<file path="src/rtl/controle_elevador_pkg.sv">
// Shared floor, direction, FSM and door codes for the elevator car controller.
package controle_elevador_pkg;

  localparam int ANDAR_W   = 2;
  localparam int NUM_ANDAR = 4;

  localparam logic [ANDAR_W-1:0] ANDAR_0 = 2'd0;
  localparam logic [ANDAR_W-1:0] ANDAR_1 = 2'd1;
  localparam logic [ANDAR_W-1:0] ANDAR_2 = 2'd2;
  localparam logic [ANDAR_W-1:0] ANDAR_3 = 2'd3;

  localparam logic SOBE  = 1'b0;
  localparam logic DESCE = 1'b1;

  localparam logic [0:0] PARADO  = 1'b0;
  localparam logic [0:0] MOVENDO = 1'b1;

  // Door FSM state code meaning fully closed; the door FSM uses the same value.
  localparam logic [1:0] PORTA_FECHADA = 2'b00;

endpackage

</file>
<file path="src/rtl/controle_elevador_seletor_alvo.sv">
// Combinational collective target selection: current floor first, then the
// nearest request in the travel direction, then the nearest one behind.
module seletor_alvo
  import controle_elevador_pkg::*;
(
  input  logic [3:0] pend_i,
  input  logic [1:0] ba_i,
  input  logic       direcao_i,
  output logic [1:0] alvo_o
);

  logic                up_ok;
  logic                dn_ok;
  logic [ANDAR_W-1:0]  up_a;
  logic [ANDAR_W-1:0]  dn_a;

  // Scanning from the far end towards the car leaves the nearest hit in place.
  always_comb begin
    up_ok = 1'b0;
    up_a  = ba_i;
    for (int i = NUM_ANDAR - 1; i >= 0; i--) begin
      if ((ANDAR_W'(i) > ba_i) && pend_i[i]) begin
        up_ok = 1'b1;
        up_a  = ANDAR_W'(i);
      end
    end
    dn_ok = 1'b0;
    dn_a  = ba_i;
    for (int i = 0; i < NUM_ANDAR; i++) begin
      if ((ANDAR_W'(i) < ba_i) && pend_i[i]) begin
        dn_ok = 1'b1;
        dn_a  = ANDAR_W'(i);
      end
    end
  end

  always_comb begin
    alvo_o = ba_i;
    if (pend_i[ba_i]) begin
      alvo_o = ba_i;
    end else if (direcao_i == SOBE) begin
      if (up_ok)      alvo_o = up_a;
      else if (dn_ok) alvo_o = dn_a;
    end else begin
      if (dn_ok)      alvo_o = dn_a;
      else if (up_ok) alvo_o = up_a;
    end
  end

endmodule

</file>
<file path="src/rtl/controle_elevador.sv">
// Car controller: latches calls, picks the target floor BP and moves the car
// floor by floor while the door FSM reports fully closed.
module controle_elevador
  import controle_elevador_pkg::*;
#(
  parameter int TICKS_ANDAR = 2,
  parameter int N_ANDARES   = 4
) (
  input  logic       clk,
  input  logic       reset,
  input  logic [3:0] botoes,
  input  logic       P,
  input  logic [1:0] porta_estado,
  output logic [1:0] BA,
  output logic [1:0] BP,
  output logic       movendo,
  output logic       direcao,
  output logic [3:0] pendentes
);

  localparam int CNT_W = (TICKS_ANDAR > 1) ? $clog2(TICKS_ANDAR) : 1;
  localparam logic [CNT_W-1:0] CNT_RECARGA = CNT_W'(TICKS_ANDAR - 1);

  logic [N_ANDARES-1:0] pend_q, pend_d, clr;
  logic [ANDAR_W-1:0]   ba_q, ba_d, bp_q, bp_d, ba_prox, alvo;
  logic                 dir_q, dir_d;
  logic                 mov_q, mov_d;
  logic [0:0]           estado_q, estado_d;
  logic [CNT_W-1:0]     cnt_q, cnt_d;
  logic                 porta_fechada;

  seletor_alvo u_seletor (
    .pend_i    (pend_q),
    .ba_i      (ba_q),
    .direcao_i (dir_q),
    .alvo_o    (alvo)
  );

  assign porta_fechada = (porta_estado == PORTA_FECHADA);

  // Clearing the served floor wins over a press of the same button.
  always_comb begin
    clr    = P ? (N_ANDARES'(1) << ba_q) : '0;
    pend_d = (pend_q | botoes) & ~clr;
    bp_d   = alvo;
  end

  always_comb begin
    estado_d = estado_q;
    ba_d     = ba_q;
    dir_d    = dir_q;
    mov_d    = mov_q;
    cnt_d    = cnt_q;
    ba_prox  = (dir_q == DESCE) ? ba_q - 2'd1 : ba_q + 2'd1;
    case (estado_q)
      PARADO: begin
        if (porta_fechada && (bp_q != ba_q)) begin
          dir_d    = (bp_q < ba_q) ? DESCE : SOBE;
          cnt_d    = CNT_RECARGA;
          mov_d    = 1'b1;
          estado_d = MOVENDO;
        end
      end
      MOVENDO: begin
        // An open or opening door freezes the trip where it is.
        if (!porta_fechada) begin
          cnt_d = cnt_q;
        end else if (cnt_q != '0) begin
          cnt_d = cnt_q - CNT_W'(1);
        end else begin
          ba_d = ba_prox;
          if ((ba_prox == bp_q) ||
              ((dir_q == SOBE)  && (ba_prox == ANDAR_3)) ||
              ((dir_q == DESCE) && (ba_prox == ANDAR_0))) begin
            mov_d    = 1'b0;
            estado_d = PARADO;
          end else begin
            cnt_d = CNT_RECARGA;
          end
        end
      end
      default: estado_d = PARADO;
    endcase
  end

  always_ff @(posedge clk) begin
    if (reset) begin
      pend_q   <= '0;
      ba_q     <= ANDAR_0;
      bp_q     <= ANDAR_0;
      dir_q    <= SOBE;
      mov_q    <= 1'b0;
      estado_q <= PARADO;
      cnt_q    <= '0;
    end else begin
      pend_q   <= pend_d;
      ba_q     <= ba_d;
      bp_q     <= bp_d;
      dir_q    <= dir_d;
      mov_q    <= mov_d;
      estado_q <= estado_d;
      cnt_q    <= cnt_d;
    end
  end

  assign BA        = ba_q;
  assign BP        = bp_q;
  assign movendo   = mov_q;
  assign direcao   = dir_q;
  assign pendentes = pend_q;

endmodule

</file>
<file path="config.mk">
export PLATFORM = sky130hd
export DESIGN_NAME = controle_elevador
export DESIGN_NICKNAME = d
export VERILOG_FILES = /design/src/rtl/controle_elevador_pkg.sv /design/src/rtl/controle_elevador_seletor_alvo.sv /design/src/rtl/controle_elevador.sv
export SDC_FILE = /design/constraint.sdc
export NUM_CORES = 1
export LEC_CHECK = 0
export CAP_MARGIN = 20
export CORE_MARGIN = 2
export CORE_UTILIZATION = 42
export DETAILED_ROUTE_END_ITERATION = 16
export PLACE_DENSITY_LB_ADDON = 0.1
export SYNTH_ARGS = -nofsm -noshare
export SYNTH_HDL_FRONTEND = slang
export SYNTH_SLANG_ARGS = --single-unit
export TNS_END_PERCENT = 50
</file>
<file path="constraint.sdc">
create_clock -name clk -period 4.8 [get_ports clk]
set_clock_uncertainty 0.15 [all_clocks]
set_input_delay 0.48 -clock clk [delete_from_list [all_inputs] [get_ports clk]]
set_output_delay 0.48 -clock clk [all_outputs]
set_load 0.05 [all_outputs]
</file>
# After elaboration in Yosys (flattened, before gate mapping)
# Index checks and enable logic that the tools add are counted.
# totals
regBits,12
ram_bits,0
n_memories,0
latch_bits,0
romBits,0
wordCells,93
# classes
bitwise_logic,6
add_sub_neg,3
n_mul,0
n_shift,1
muxes,40
eq_ne,7
n_lt_le_gt_ge,10
div_mod_pow,0
reduce_logical,19
# ops
op,n
$mux 2,15
$mux 1,20
$logic_and 1x1->1,11
$pmux 1 s2,3
$and 4x4->4,1
$gt 1x2->1 const A,2
$gt 2x2->1 const A,2
$logic_not 2->1,2
$lt 1x2->1 const A,2
$lt 2x2->1 const A,2
$mux 4,1
$ne 2x1->1 const B,2
$ne 2x2->1 const B,2
$not 4->4,1
$or 4x4->4,1
$reduce_and 2->1,2
$reduce_and 4->1,1
$shl 1x2->4 const A,1
$lt 2x3->1 const B,1
$not 1->1,3
$reduce_and 3->1,1
$add 2x1->2 const B,1
$bmux 1 s2,1
$eq 2x2->1,1
other kinds (6),7

# Depth between registers and ports, before layout
# Gate-level depths: netlist of run 1.
# logic_depth
word_depth,10
ltp_mapped,8
depth_no_buf,7

# Cells and area by module
# A second synthesis of run 1 with hierarchy kept.
# hier_totals
cells_unflattened,71
area_unflattened_um2,648.1
# modules_own_cells
mod,area_each_um2,cells_per_inst,n_inst
controle_elevador,546.8,54,1
seletor_alvo,101.3,17,1

# Worst setup path after synthesis of run 1
# Ideal clock, no wire load.
# synth_timing
path_kind,register to register
start,register ba_q[0] (netlist: BA[0])
end,register bp_q[0] (netlist: BP[0])
arrival_ps,2100
n_path_buf,1
slack_ps,2446
required_time_ps,4547
stages_incl_launch_ff,9
cell_sequence,dfxtp_1 > buf_4 > inv_1 > ha_1 > or3b_4 > nand3_2 > a21o_1 > nand2_1 > a2111oi_2
# synth_via
elab_chain_len,10
word_cells_on_any_way,40
cone_classes,order compare (8); mux (24); reduce/logical (8)
# synth_lines
item,line,rtl
start: declaration,controle_elevador.sv:25,"logic [ANDAR_W-1:0] ba_q, ba_d, bp_q, bp_d, ba_prox, alvo;"
start signal: assignment,controle_elevador.sv:89,ba_q <= ANDAR_0;
start signal: assignment,controle_elevador.sv:97,ba_q <= ba_d;
$lt 1x2->1 or $gt 2x2->1 (tied branches),"controle_elevador_seletor_alvo.sv:30, controle_elevador_seletor_alvo.sv:22",
$logic_and 1x1->1 (on tied branches),"controle_elevador_seletor_alvo.sv:30, controle_elevador_seletor_alvo.sv:22",
"$mux 2, or another cell as far along (4 in series)",controle_elevador_seletor_alvo.sv:30,if ((ANDAR_W'(i) < ba_i) && pend_i[i]) begin
$mux 2 (on tied branches),"controle_elevador_seletor_alvo.sv:43, controle_elevador_seletor_alvo.sv:46",
$mux 2 (on tied branches),"controle_elevador_seletor_alvo.sv:42, controle_elevador_seletor_alvo.sv:45",
$mux 2,controle_elevador_seletor_alvo.sv:41,end else if (direcao_i == SOBE) begin
$mux 2 *,controle_elevador_seletor_alvo.sv:39,if (pend_i[ba_i]) begin
end signal: assignment,controle_elevador.sv:98,bp_q <= bp_d;
end: declaration,controle_elevador.sv:25,
# Every way passes the cells marked *; elsewhere a longest branch is shown, timed or not. The select of a mux whose other input is x is not followed.
# A chain may end at the register's enable or synchronous reset.

# Worst setup path in the final report of run 1
# layout_timing
start,register ba_q[0] (netlist: BA[0])
end,output port BA[0]
# layout_lines
item,line,rtl
end: declaration,controle_elevador.sv:14,"output logic [1:0] BA,"
# No word-level cell between the ends.

==> summary.txt, run 1 <==
Global route
  • First-pass GRT wire length: 3190 um
  • GRT Resource Usage Total: 0.201
  • GRT overflow: 0
  • Initial antenna violation count: 0
  • Largest net degree at the start of global routing: 15
  • Vias in the first global route: between 700 and 800

Clock network
  • CTS tree: yes
  • Clock slew seen by the registers of the worst setup and hold paths: roughly 0.080 ns
  • Post_cts resized: 0
  • CTS Root Cell: clkbuf_4
  • # H-tree levels: 1
  • Total CTS buffers: 3
  • Clock buffer depth: 2
  • Post-CTS Setup Inserts: 0
  • CTS sink cnt: 12
  • Clk_lat worst skew: between 0.2 and 0.3 ns
  • CTS Hold Bufs: 0

Drt
  • DR iter-0 viols: 27
  • Via-per-instance ratio: 5.42
  • DRT met1 WL: 911 um
  • ANT nets after route: 0
  • DR WL met3: around 97 um
  • DRC Markers: 0
  • First-pass iteration count of the detailed router: 4
  • Drt total wl: ~1900 um
  • Drt wl/cell: 13.8 um
  • Met2 Wirelength: 896 um
  • Top Metal Used: met4
  • Total number of vias: 764

Synthesis
  • Unique cell type count in the Yosys netlist: 36
  • Seq/Total Area, Yosys: 0.293
  • Post-Synth Adder-Cell Area: 0.122
  • Synth Register Bits: 12
  • Mux cell area share after synthesis: 0.0382
  • Area leader, netlist: dfxtp_1
  • FFs w/ async S/R, synth: 0
  • Cell Area, Synth: 820 um2
  • Largest family of logic cells by synthesized area: compound AO/OA/AOI/OAI gates
  • Post-Synth XOR/XNOR Area: 0.0321
  • Dominant synthesized flop cell: dfxtp_1
  • Synthesized instance count: 97
  • Mapped Nets: roughly 110
  • Synth top area cells: dfxtp_1 29%, ha_1 12%, a211oi_1 6.4%
  • Yosys top cell area share: 0.293
  • Yosys warning count: 0
  • Synth Area in Simple Gates: 0.200
  • Post-synth EDFFs: 0
  • Synth Area in Compound Gates: 0.263
  • Syn Area/Cell: 8.45 um2

Power and ir drop
  • Power per Cell Area: approximately 260 nW/um2
  • P_leak: 0.407 nW
  • Worst VDD drop: 0.143 mV
  • Overall power: 0.275 mW

Timing
  • Slew Limit Fails: 0
  • Final-report hold violation count: 0
  • F_max: about 0.40 GHz
  • Tcrit/Tclk final: 0.521
  • Worst-Margin Slew: 0.553 ns
  • Clock period minus worst slack: 2.50 ns
  • Setup TNS: 0 ns
  • Final Setup Violations: 0
  • RSZ-0062 raised after global routing: no
  • Relative slew margins: 0.631

Finish
  • Share of layout cells above drive strength 1: 0.0776
  • Nets: 134
  • Area grow syn2layout: 27.8%
  • # diodes: 0
  • Final non-filler cell area: 1050 um2
  • Final std cells w/o fill: 141
  • Post-Route Utilization: 0.587

Critical path
  • Maximum fanout along the worst path: 14
  • Crit path cell chain: clkdlybuf4s50_1
  • Crit path buffers/inverters: 1
  • Worst EP required: approximately 4.2 ns
  • Slowest cell on crit path: clkdlybuf4s50_1
  • Cell family with most CP delay: buffers and inverters
  • CP peak stage delay: 0.91 ns
  • Crit path launch type: flip-flop
  • Critical path class: flip-flop to primary output
  • Crit. End Element: primary output
  • Worst path arrival time: 1.87 ns

Placed design
  • IO Port Bufs: 18
  • DP HPWL: between 1000 and 1500 um
  • Placed insts: 137
  • Placed inst area: 1010 um2
  • GPL Wtd Cong: just over 0.8

Floorplanning
  • Area of the core: 1780 um2
  • Die Y: a little under 50 um
  • Ports: 19
  • Core Rows: 15
  • Chip Width: roughly 48 um
  • Die area: ~2300 um2
  • Initial Util: 0.460

Job
  • # Max-Cap Violations: 0

Run status
  • Status: complete, no violations

Min path
  • Worst hold-check path type: flip-flop to flip-flop
[cells in the final DEF, fill, tap and decap left out, drive strengths merged]
master / instances
o21a: 1
o21ai: 5
o221ai: 1
ha: 8
nand3: 1
mux2i: 2
nand2b: 4
a41oi: 1
nor4: 1
xor2: 1
nand2: 8
a21oi: 5
dfxtp: 12
or3: 1
or3b: 1
clkbuf: 4
a32oi: 1
a22o: 1
a2111oi: 1
o211ai: 1
nand3b: 1
inv: 6
mux2: 1
a211oi: 7
o21bai: 1
xnor2: 2
a21boi: 1
nor2: 11
nor2b: 3
clkdlybuf4s50: 18
a21o: 2
and2b: 1
o31ai: 1
o32ai: 1
[registers in the layout, indices dropped and copies added (netlist names)]
| register | flops |
|---|---|
| direcao | 1 |
| cnt_q | 1 |
| pendentes | 4 |
| BP | 2 |
| movendo | 1 |
| estado_q | 1 |
| BA | 2 |
[area by class of cell]
cell class | instances | area, um2
multi-input combinational | 76 | 537
inverter | 6 | 22.5
clock buffer | 4 | 36.3
fill | 173 | 736
timing repair buffer | 18 | 180
sequential | 12 | 240
tap | 25 | 31.3
[through the flow]
stage	hold WS, ns	worst slack [ns]
5_1_grt	0.367	2.23
3_3_place_gp	0.331	2.55
3_5_place_dp	0.330	2.51
6_report	0.345	2.30
2_1_floorplan	0.313	2.45
4_1_cts	0.351	2.29
[per-layer routing]
layer  track usage  vias up
li1              -      386
met1         0.283      352
met2         0.289       22
met3        0.0481        4
met4        0.0919        0
met5             0        -
[cells by family (layout without fill, tap and decap cells)]
| group | Yosys count | after routing |
|---|---|---|
| xor+xnor | 3 | 3 |
| compound gates | 30 | 30 |
| simple gates | 32 | 32 |
| buf+inv | 9 | 28 |
| fa+ha+maj | 8 | 8 |
| mux | 3 | 3 |
| flops | 12 | 12 |
[where the power goes]
group | total (mW) | switching (mW) | internal (mW)
registers | 0.115 | 0.00872 | 0.107
clock network | 0.0833 | 0.0372 | 0.0461
logic | 0.0763 | 0.0432 | 0.0331
[Yosys cell counts (all sizes together), types with 2 or more instances]
cell type,n
nand2,8
a21o,2
a211oi,7
mux2i,2
inv,6
xnor2,2
ha,8
dfxtp,12
o21ai,5
nand2b,4
nor2b,3
a21oi,5
nor2,11
buf,3
[path summary, 6_finish.rpt]
| check | slack (ns) | endpoint | start | cells past startpoint |
|---|---|---|---|---|
| worst max register to register | 2.51 | BP[0]$_SDFF_PP0_ | BA[0]$_SDFFE_PP0P_ | 7 |
| worst max-delay path | 2.30 | BA[0] | BA[0]$_SDFFE_PP0P_ | 1 |
| worst min register to register | 0.35 | movendo$_SDFFE_PP0P_ | movendo$_SDFFE_PP0P_ | 1 |
| worst min-delay path | 0.35 | movendo$_SDFFE_PP0P_ | movendo$_SDFFE_PP0P_ | 1 |
(Power assumes the default switching activity.)
==> inputs of run 2 (changes only) <==
==> constraint.sdc (replaced) <==
create_clock -name clk -period 2.2 [get_ports clk]
set_clock_uncertainty 0.15 [all_clocks]
set_input_delay 0.22 -clock clk [delete_from_list [all_inputs] [get_ports clk]]
set_output_delay 0.22 -clock clk [all_outputs]
set_load 0.05 [all_outputs]
==> summary.txt, run 2 (synthesized netlist as in run 1, its figures left out) <==
Global route
  • GRT Resource Usage Total: 0.198 (was 0.201)
  • First-pass GRT wire length: 3000 um (was 3190 um)
  • Vias in the first global route: 663 (was 722)
  • Initial antenna violation count: 0 (unchanged)
  • Largest net degree at the start of global routing: 13 (was 15)
  • GRT overflow: 0 (unchanged)

Critical path
  • Cell family with most CP delay: buffers and inverters (unchanged)
  • Worst reg2reg path depth: 7 (unchanged)
  • CP peak stage delay: 0.81 ns (was 0.91 ns)
  • RR Endpoint: BP[0]$_SDFF_PP0_ (unchanged)
  • Worst path arrival time: 1.71 ns (was 1.87 ns)
  • Crit. End Element: primary output (unchanged)
  • RR Startpoint: BA[0]$_SDFFE_PP0P_ (unchanged)
  • Worst EP required: 1.83 ns (was 4.17 ns)
  • Slowest cell on crit path: clkdlybuf4s50_1 (unchanged)
  • Crit path launch type: flip-flop (unchanged)
  • CP Launch Point: BA[0]$_SDFFE_PP0P_ (unchanged)
  • Maximum fanout along the worst path: 8 (was 14)
  • Crit path buffers/inverters: 2 (was 1)
  • R2R setup slack: 0.23 ns (was 2.51 ns)
  • Crit path cell chain: buf_4, clkdlybuf4s50_1 (was clkdlybuf4s50_1)
  • Critical path class: flip-flop to primary output (unchanged)

Placed design
  • Placed insts: 141 (was 137)
  • GPL Wtd Cong: 0.822 (was 0.816)
  • IO Port Bufs: 18 (unchanged)
  • Placed inst area: 1040 um2 (was 1010 um2)
  • DP HPWL: 1490 um (was 1440 um)

Finish
  • Post-Route Utilization: 0.607 (was 0.587)
  • # diodes: 0 (unchanged)
  • Final std cells w/o fill: 145 (was 141)
  • Nets: 138 (was 134)
  • Most common cell after layout, fill and taps aside: clkdlybuf4s50_1 (unchanged)
  • Share of layout cells above drive strength 1: 0.125 (was 0.0776)
  • Final non-filler cell area: 1080 um2 (was 1050 um2)
  • Area grow syn2layout: 32.1% (was 27.8%)
  • Number of flip-flops in the largest register: 4 (unchanged)
  • Most frequent cells in the layout: 17 x clkdlybuf4s50_1, 11 x nor2_1, 10 x dfxtp_1, 8 x nand2_1, 8 x ha_1 (was 18 x clkdlybuf4s50_1, 12 x dfxtp_1, 11 x nor2_1, 8 x nand2_1, 8 x ha_1)

Timing
  • F_max: 0.481 GHz
  • Relative slew margins: 0.665 (was 0.631)
  • Hold slack: 0.340 ns (was 0.345 ns)
  • Final Setup Violations: 0 (unchanged)
  • Final-report hold violation count: 0 (unchanged)
  • Worst-Margin Slew: 0.502 ns (was 0.553 ns)
  • RSZ-0062 raised after global routing: no (unchanged)
  • Tcrit/Tclk final: 0.946
  • Slew Limit Fails: 0 (unchanged)
  • Clock period minus worst slack: about 2.1 ns
  • Setup TNS: 0 ns (unchanged)

Min path
  • Min-delay src: movendo$_SDFFE_PP0P_ (unchanged)
  • Hold EP: movendo$_SDFFE_PP0P_ (unchanged)
  • Worst hold-check path type: flip-flop to flip-flop (unchanged)
  • Hold Path Depth: 1 (unchanged)

Floorplanning
  • Area of the core: 1780 um2 (unchanged)
  • Initial Util: 0.460 (unchanged)
  • Chip Width: 48.2 um (unchanged)
  • Core Rows: 15 (unchanged)
  • Die area: 2320 um2 (unchanged)
  • Die Y: 48.2 um (unchanged)
  • Ports: 19 (unchanged)

Clock network
  • CTS sink cnt: 12 (unchanged)
  • Clock buffer depth: 2 (unchanged)
  • CTS tree: yes (unchanged)
  • Clock slew seen by the registers of the worst setup and hold paths: 0.09 ns (was 0.08 ns)
  • Clk_lat worst skew: 0.28 ns (about the same)
  • CTS Root Cell: clkbuf_4 (unchanged)
  • Total CTS buffers: 3 (unchanged)
  • # H-tree levels: 1 (unchanged)
  • Post-CTS Setup Inserts: 0 (unchanged)

Drt
  • Via-per-instance ratio: 5.43 (was 5.42)
  • Drt total wl: 1990 um (was 1940 um)
  • DR iter-0 viols: 30 (was 27)
  • ANT nets after route: 0 (unchanged)
  • DRC Markers: 0 (unchanged)
  • First-pass iteration count of the detailed router: 5 (was 4)
  • Total number of vias: 788 (was 764)
  • Drt wl/cell: 13.7 um (was 13.8 um)

Power and ir drop
  • Worst VDD drop: 0.325 mV (was 0.143 mV)
  • P_leak: 0.448 nW (was 0.407 nW)
  • Power per Cell Area: 562 nW/um2 (was 263 nW/um2)

Run status
  • Status: complete, no violations (unchanged)

Job
  • # Max-Cap Violations: 0 (unchanged)
## run 2: cell count changes in the layout (fill, tap and decap cells not counted)
cell and delta:
dfxtp_1 -2, dlymetal6s2s_1 +1, clkdlybuf4s50_1 -1, dfxtp_2 +2
buf_4 +4
## run 2: worst reg2reg max path, cell delays in order, from the launching register on
cell,delay (ns)
dfxtp_2,0.42
inv_1,0.11
ha_1,0.26
or3b_4,0.41
nand3_2,0.10
a21o_1,0.09
nand2_1,0.06
a2111oi_2,0.29
## run 2: worst max-delay path by stage
| stage | endpoint | depth (start not counted) | slack, ns |
|---|---|---|---|
| floorplan | BP[0]$_SDFF_PP0_ | 8 | 0.07 |
| global placement | BP[0]$_SDFF_PP0_ | 7 | 0.33 |
| detailed placement | BP[0]$_SDFF_PP0_ | 7 | 0.27 |
| CTS | direcao | 1 | 0.06 |
| global route | BA[0] | 2 | 0.08 |
| finish | BA[0] | 2 | 0.12 |
## run 2: routing by layer
metal | up-vias | global-route usage | wire [um] | part of all wire
met5 | - | 0 | 0 | 0
met3 | 4 | 0.0481 | 104 | 0.052
li1 | 396 | - | - | -
met1 | 357 | 0.263 | 948 | 0.48
met2 | 31 | 0.268 | 900 | 0.45
met4 | 0 | 0.157 | 35 | 0.018
## run 2: repair_timing
action / 4_1_cts / 5_1_grt
gates resized for setup: 0 / 1
endpoints found under the setup margin: 0 / 1
hold buffers: 0 / 0
## run 2: per-stage QoR
stage | power, mW | setup WS [ns]
after detailed placement | 0.428 | 0.266
after CTS | 0.616 | 0.0552
after global routing | 0.639 | 0.0769
after global placement | 0.425 | 0.334
after floorplan | 0.368 | 0.0684
final | 0.608 | 0.119
## run 2: area by class of cell
| cell class | instances | area, um2 |
|---|---|---|
| sequential | 12 | 243 |
| inverter | 6 | 22.5 |
| clock buffer | 4 | 36.3 |
| timing repair buffer | 22 | 213 |
| fill | 159 | 701 |
| multi-input combinational | 76 | 537 |
| tap | 25 | 31.3 |
## run 2: power breakdown
| part | internal [mW] | switching [mW] |
|---|---|---|
| registers | 0.233 | 0.0153 |
| logic | 0.0759 | 0.0991 |
| clock network | 0.101 | 0.0842 |
==> inputs of run 3 (changes only) <==
--- a/config.mk
+++ b/config.mk
@@ -7,10 +7,11 @@
 export LEC_CHECK = 0
 export CAP_MARGIN = 20
 export CORE_MARGIN = 2
-export CORE_UTILIZATION = 42
+export CORE_UTILIZATION = 40
 export DETAILED_ROUTE_END_ITERATION = 16
 export PLACE_DENSITY_LB_ADDON = 0.1
 export SYNTH_ARGS = -nofsm -noshare
 export SYNTH_HDL_FRONTEND = slang
+export SYNTH_HIERARCHICAL = 1
 export SYNTH_SLANG_ARGS = --single-unit
 export TNS_END_PERCENT = 50
==> summary.txt, run 3 <==
Run status
  • Status: complete, no violations (unchanged)

Critical path
  • CP Launch Point: direcao$_SDFFE_PP0P_ (was BA[0]$_SDFFE_PP0P_)
  • Worst EP required: 1.83 ns (about the same)
  • RR Endpoint: estado_q$_SDFF_PP0_ (was BP[0]$_SDFF_PP0_)
  • Crit path launch type: flip-flop (unchanged)
  • Critical path class: flip-flop to primary output (unchanged)
  • Maximum fanout along the worst path: 8 (unchanged)
  • Crit path buffers/inverters: 1 (was 2)
  • Cell family with most CP delay: buffers and inverters (unchanged)
  • Critical path depth: 1 (was 2)
  • R2R setup slack: 0.22 ns (was 0.23 ns)
  • Crit. End Element: primary output (unchanged)
  • Slowest cell on crit path: clkdlybuf4s50_1 (unchanged)
  • RR Startpoint: BA[1]$_SDFFE_PP0P_ (was BA[0]$_SDFFE_PP0P_)
  • Worst reg2reg path depth: 5 (was 7)
  • Crit path cell chain: clkdlybuf4s50_1 (was buf_4, clkdlybuf4s50_1)
  • CP peak stage delay: 0.87 ns (was 0.81 ns)
  • Worst setup path endpoint: direcao (was BA[0])
  • Worst path arrival time: 1.66 ns (was 1.71 ns)

Clock network
  • Clock buffer depth: 2 (unchanged)
  • Clk_lat worst skew: 0.28 ns (about the same)
  • # H-tree levels: 1 (unchanged)
  • Total CTS buffers: 3 (unchanged)
  • CTS tree: yes (unchanged)
  • Clock slew seen by the registers of the worst setup and hold paths: 0.08 ns (was 0.09 ns)
  • Post_cts resized: 0 (unchanged)
  • CTS sink cnt: 12 (unchanged)
  • CTS Hold Bufs: 0 (unchanged)
  • CTS Root Cell: clkbuf_4 (unchanged)
  • Post-CTS Setup Inserts: 0 (unchanged)

Synthesis
  • Cell Area, Synth: 648 um2 (was 820 um2)
  • Syn Area/Cell: 9.13 um2 (was 8.45 um2)
  • Post-synth EDFFs: 0 (unchanged)
  • Mapped Nets: 84 (was 114)
  • Dominant synthesized flop cell: dfxtp_1 (unchanged)
  • Seq/Total Area, Yosys: 0.371 (was 0.293)
  • Area leader, netlist: dfxtp_1 (unchanged)
  • Unique cell type count in the Yosys netlist: 27 (was 36)
  • Synth Register Bits: 12 (unchanged)
  • Most frequent cells after synthesis: 12 x dfxtp_1, 12 x nor2_1, 6 x inv_1 (was 12 x dfxtp_1, 11 x nor2_1, 8 x ha_1, 8 x nand2_1, 7 x a211oi_1)
  • Synth top area cells: dfxtp_1 37%, ha_1 7.7%, nor2_1 6.9% (was dfxtp_1 29%, ha_1 12%, a211oi_1 6.4%)
  • FFs w/ async S/R, synth: 0 (unchanged)
  • Yosys top cell area share: 0.371 (was 0.293)
  • Synthesized instance count: 71 (was 97)
  • Yosys warning count: 6 (was 0)

Floorplanning
  • Ports: 19 (unchanged)
  • Initial Util: 0.430 (was 0.460)
  • Area of the core: 1510 um2 (was 1780 um2)
  • Chip Width: 44.3 um (was 48.2 um)
  • Core Rows: 14 (was 15)
  • Die Y: 44.3 um (was 48.2 um)
  • Die area: 1960 um2 (was 2320 um2)

Placed design
  • DP HPWL: 1120 um (was 1490 um)
  • GPL Wtd Cong: 0.860 (was 0.822)
  • Placed inst area: 855 um2 (was 1040 um2)
  • Placed insts: 105 (was 141)
  • IO Port Bufs: 18 (unchanged)

Finish
  • Final non-filler cell area: 891 um2 (was 1080 um2)
  • Area grow syn2layout: 37.5% (was 32.1%)
  • Share of layout cells above drive strength 1: 0.108 (was 0.125)
  • # diodes: 0 (unchanged)
  • Nets: 107 (was 138)
  • Post-Route Utilization: 0.591 (was 0.607)
  • Most frequent cells in the layout: 18 x clkdlybuf4s50_1, 12 x nor2_1, 10 x dfxtp_1, 6 x inv_1, 5 x a311oi_1 (was 17 x clkdlybuf4s50_1, 11 x nor2_1, 10 x dfxtp_1, 8 x nand2_1, 8 x ha_1)
  • Final std cells w/o fill: 109 (was 145)
  • Most common cell after layout, fill and taps aside: clkdlybuf4s50_1 (unchanged)
  • Number of flip-flops in the largest register: 4 (unchanged)

Timing
  • F_max: 0.493 GHz (was 0.481 GHz)
  • Worst-Margin Slew: 0.555 ns (was 0.502 ns)
  • Slew Limit Fails: 0 (unchanged)
  • Final-report hold violation count: 0 (unchanged)
  • Final Setup Violations: 0 (unchanged)
  • Relative slew margins: 0.620 (was 0.665)
  • Tcrit/Tclk final: 0.921 (was 0.946)
  • Setup TNS: 0 ns (unchanged)
  • Hold slack: 0.357 ns (was 0.340 ns)
  • Clock period minus worst slack: 2.03 ns (was 2.08 ns)
  • RSZ-0062 raised after global routing: no (unchanged)

Drt
  • DRT met1 WL: 725 um (was 948 um)
  • DR iter-0 viols: 20 (was 30)
  • Drt wl/cell: 13.9 um (was 13.7 um)
  • DRC Markers: 0 (unchanged)
  • Drt total wl: 1510 um (was 1990 um)
  • Top Metal Used: met4 (unchanged)
  • Via-per-instance ratio: 5.80 (was 5.43)
  • DR WL met3: 82 um (was 104 um)
  • Met2 Wirelength: 659 um (was 900 um)
  • Total number of vias: 632 (was 788)
  • ANT nets after route: 0 (unchanged)
  • First-pass iteration count of the detailed router: 4 (was 5)

Power and ir drop
  • Worst VDD drop: 0.371 mV (was 0.325 mV)
  • P_leak: 0.304 nW (was 0.448 nW)
  • Power per Cell Area: 621 nW/um2 (was 562 nW/um2)

Global route
  • First-pass GRT wire length: 2550 um (was 3000 um)
  • GRT Resource Usage Total: 0.183 (was 0.198)
  • GRT overflow: 0 (unchanged)
  • Initial antenna violation count: 0 (unchanged)
  • Largest net degree at the start of global routing: 13 (unchanged)
  • Vias in the first global route: 549 (was 663)

Min path
  • Worst hold-check path type: flip-flop to flip-flop (unchanged)
  • Min-delay src: movendo$_SDFFE_PP0P_ (unchanged)

Job
  • # Max-Cap Violations: 0 (unchanged)
## run 3: cell types whose count changed in the layout (fill, tap and decap cells not counted), moves of 3 or more
cell,previous run,this run
nand2_1,8,2
a311oi_1,0,5
a211oi_1,7,3
ha_1,8,4
a21oi_1,5,2
buf_4,4,1
nand2b_1,4,1
## run 3: final cells by class
cell class	count	area (um2)
sequential	12	243
timing repair buffer	19	188
clock buffer	4	36.3
inverter	6	22.5
tap	16	20.0
fill	136	616
multi-input combinational	52	382
## run 3: routing by layer
layer / GRT usage / up-vias
li1: - / 313
met1: 0.229 / 291
met2: 0.274 / 23
met3: 0.0490 / 5
met4: 0.127 / 0
met5: 0 / -
## run 3: cells by family after synthesis
logic type | count (synthesis) | share of synthesized area
flops | 12 | 0.371
xor+xnor | 3 | 0.0405
fa+ha+maj | 4 | 0.0772
simple gates | 21 | 0.172
compound gates | 23 | 0.284
buf+inv | 7 | 0.0405
mux | 1 | 0.0154
## run 3: metrics by stage
step	worst slack, ns	total power, mW
final	0.173	0.553
after global routing	0.120	0.577
after CTS	0.156	0.559
after detailed placement	0.218	0.380
after global placement	0.313	0.378
after floorplan	0.120	0.330
## run 3: how the worst min path moves through the flow
stage	end	slack (ns)	depth (start not counted)
2_1_floorplan	BP[0]$_SDFF_PP0_	0.14	1
3_3_place_gp	movendo$_SDFFE_PP0P_	0.35	2
6_report	movendo$_SDFFE_PP0P_	0.36	2
4_1_cts	movendo$_SDFFE_PP0P_	0.36	2
5_1_grt	pendentes[2]$_SDFF_PP0_	0.40	3
3_5_place_dp	movendo$_SDFFE_PP0P_	0.35	2
## run 3: power breakdown
part | internal, mW | switching [mW] | leakage, nW
Clock | 0.101 | 0.0767 | 0.0210
Sequential | 0.230 | 0.0180 | 0.0996
Combinational | 0.0551 | 0.0726 | 0.184
Total | 0.386 | 0.167 | 0.304
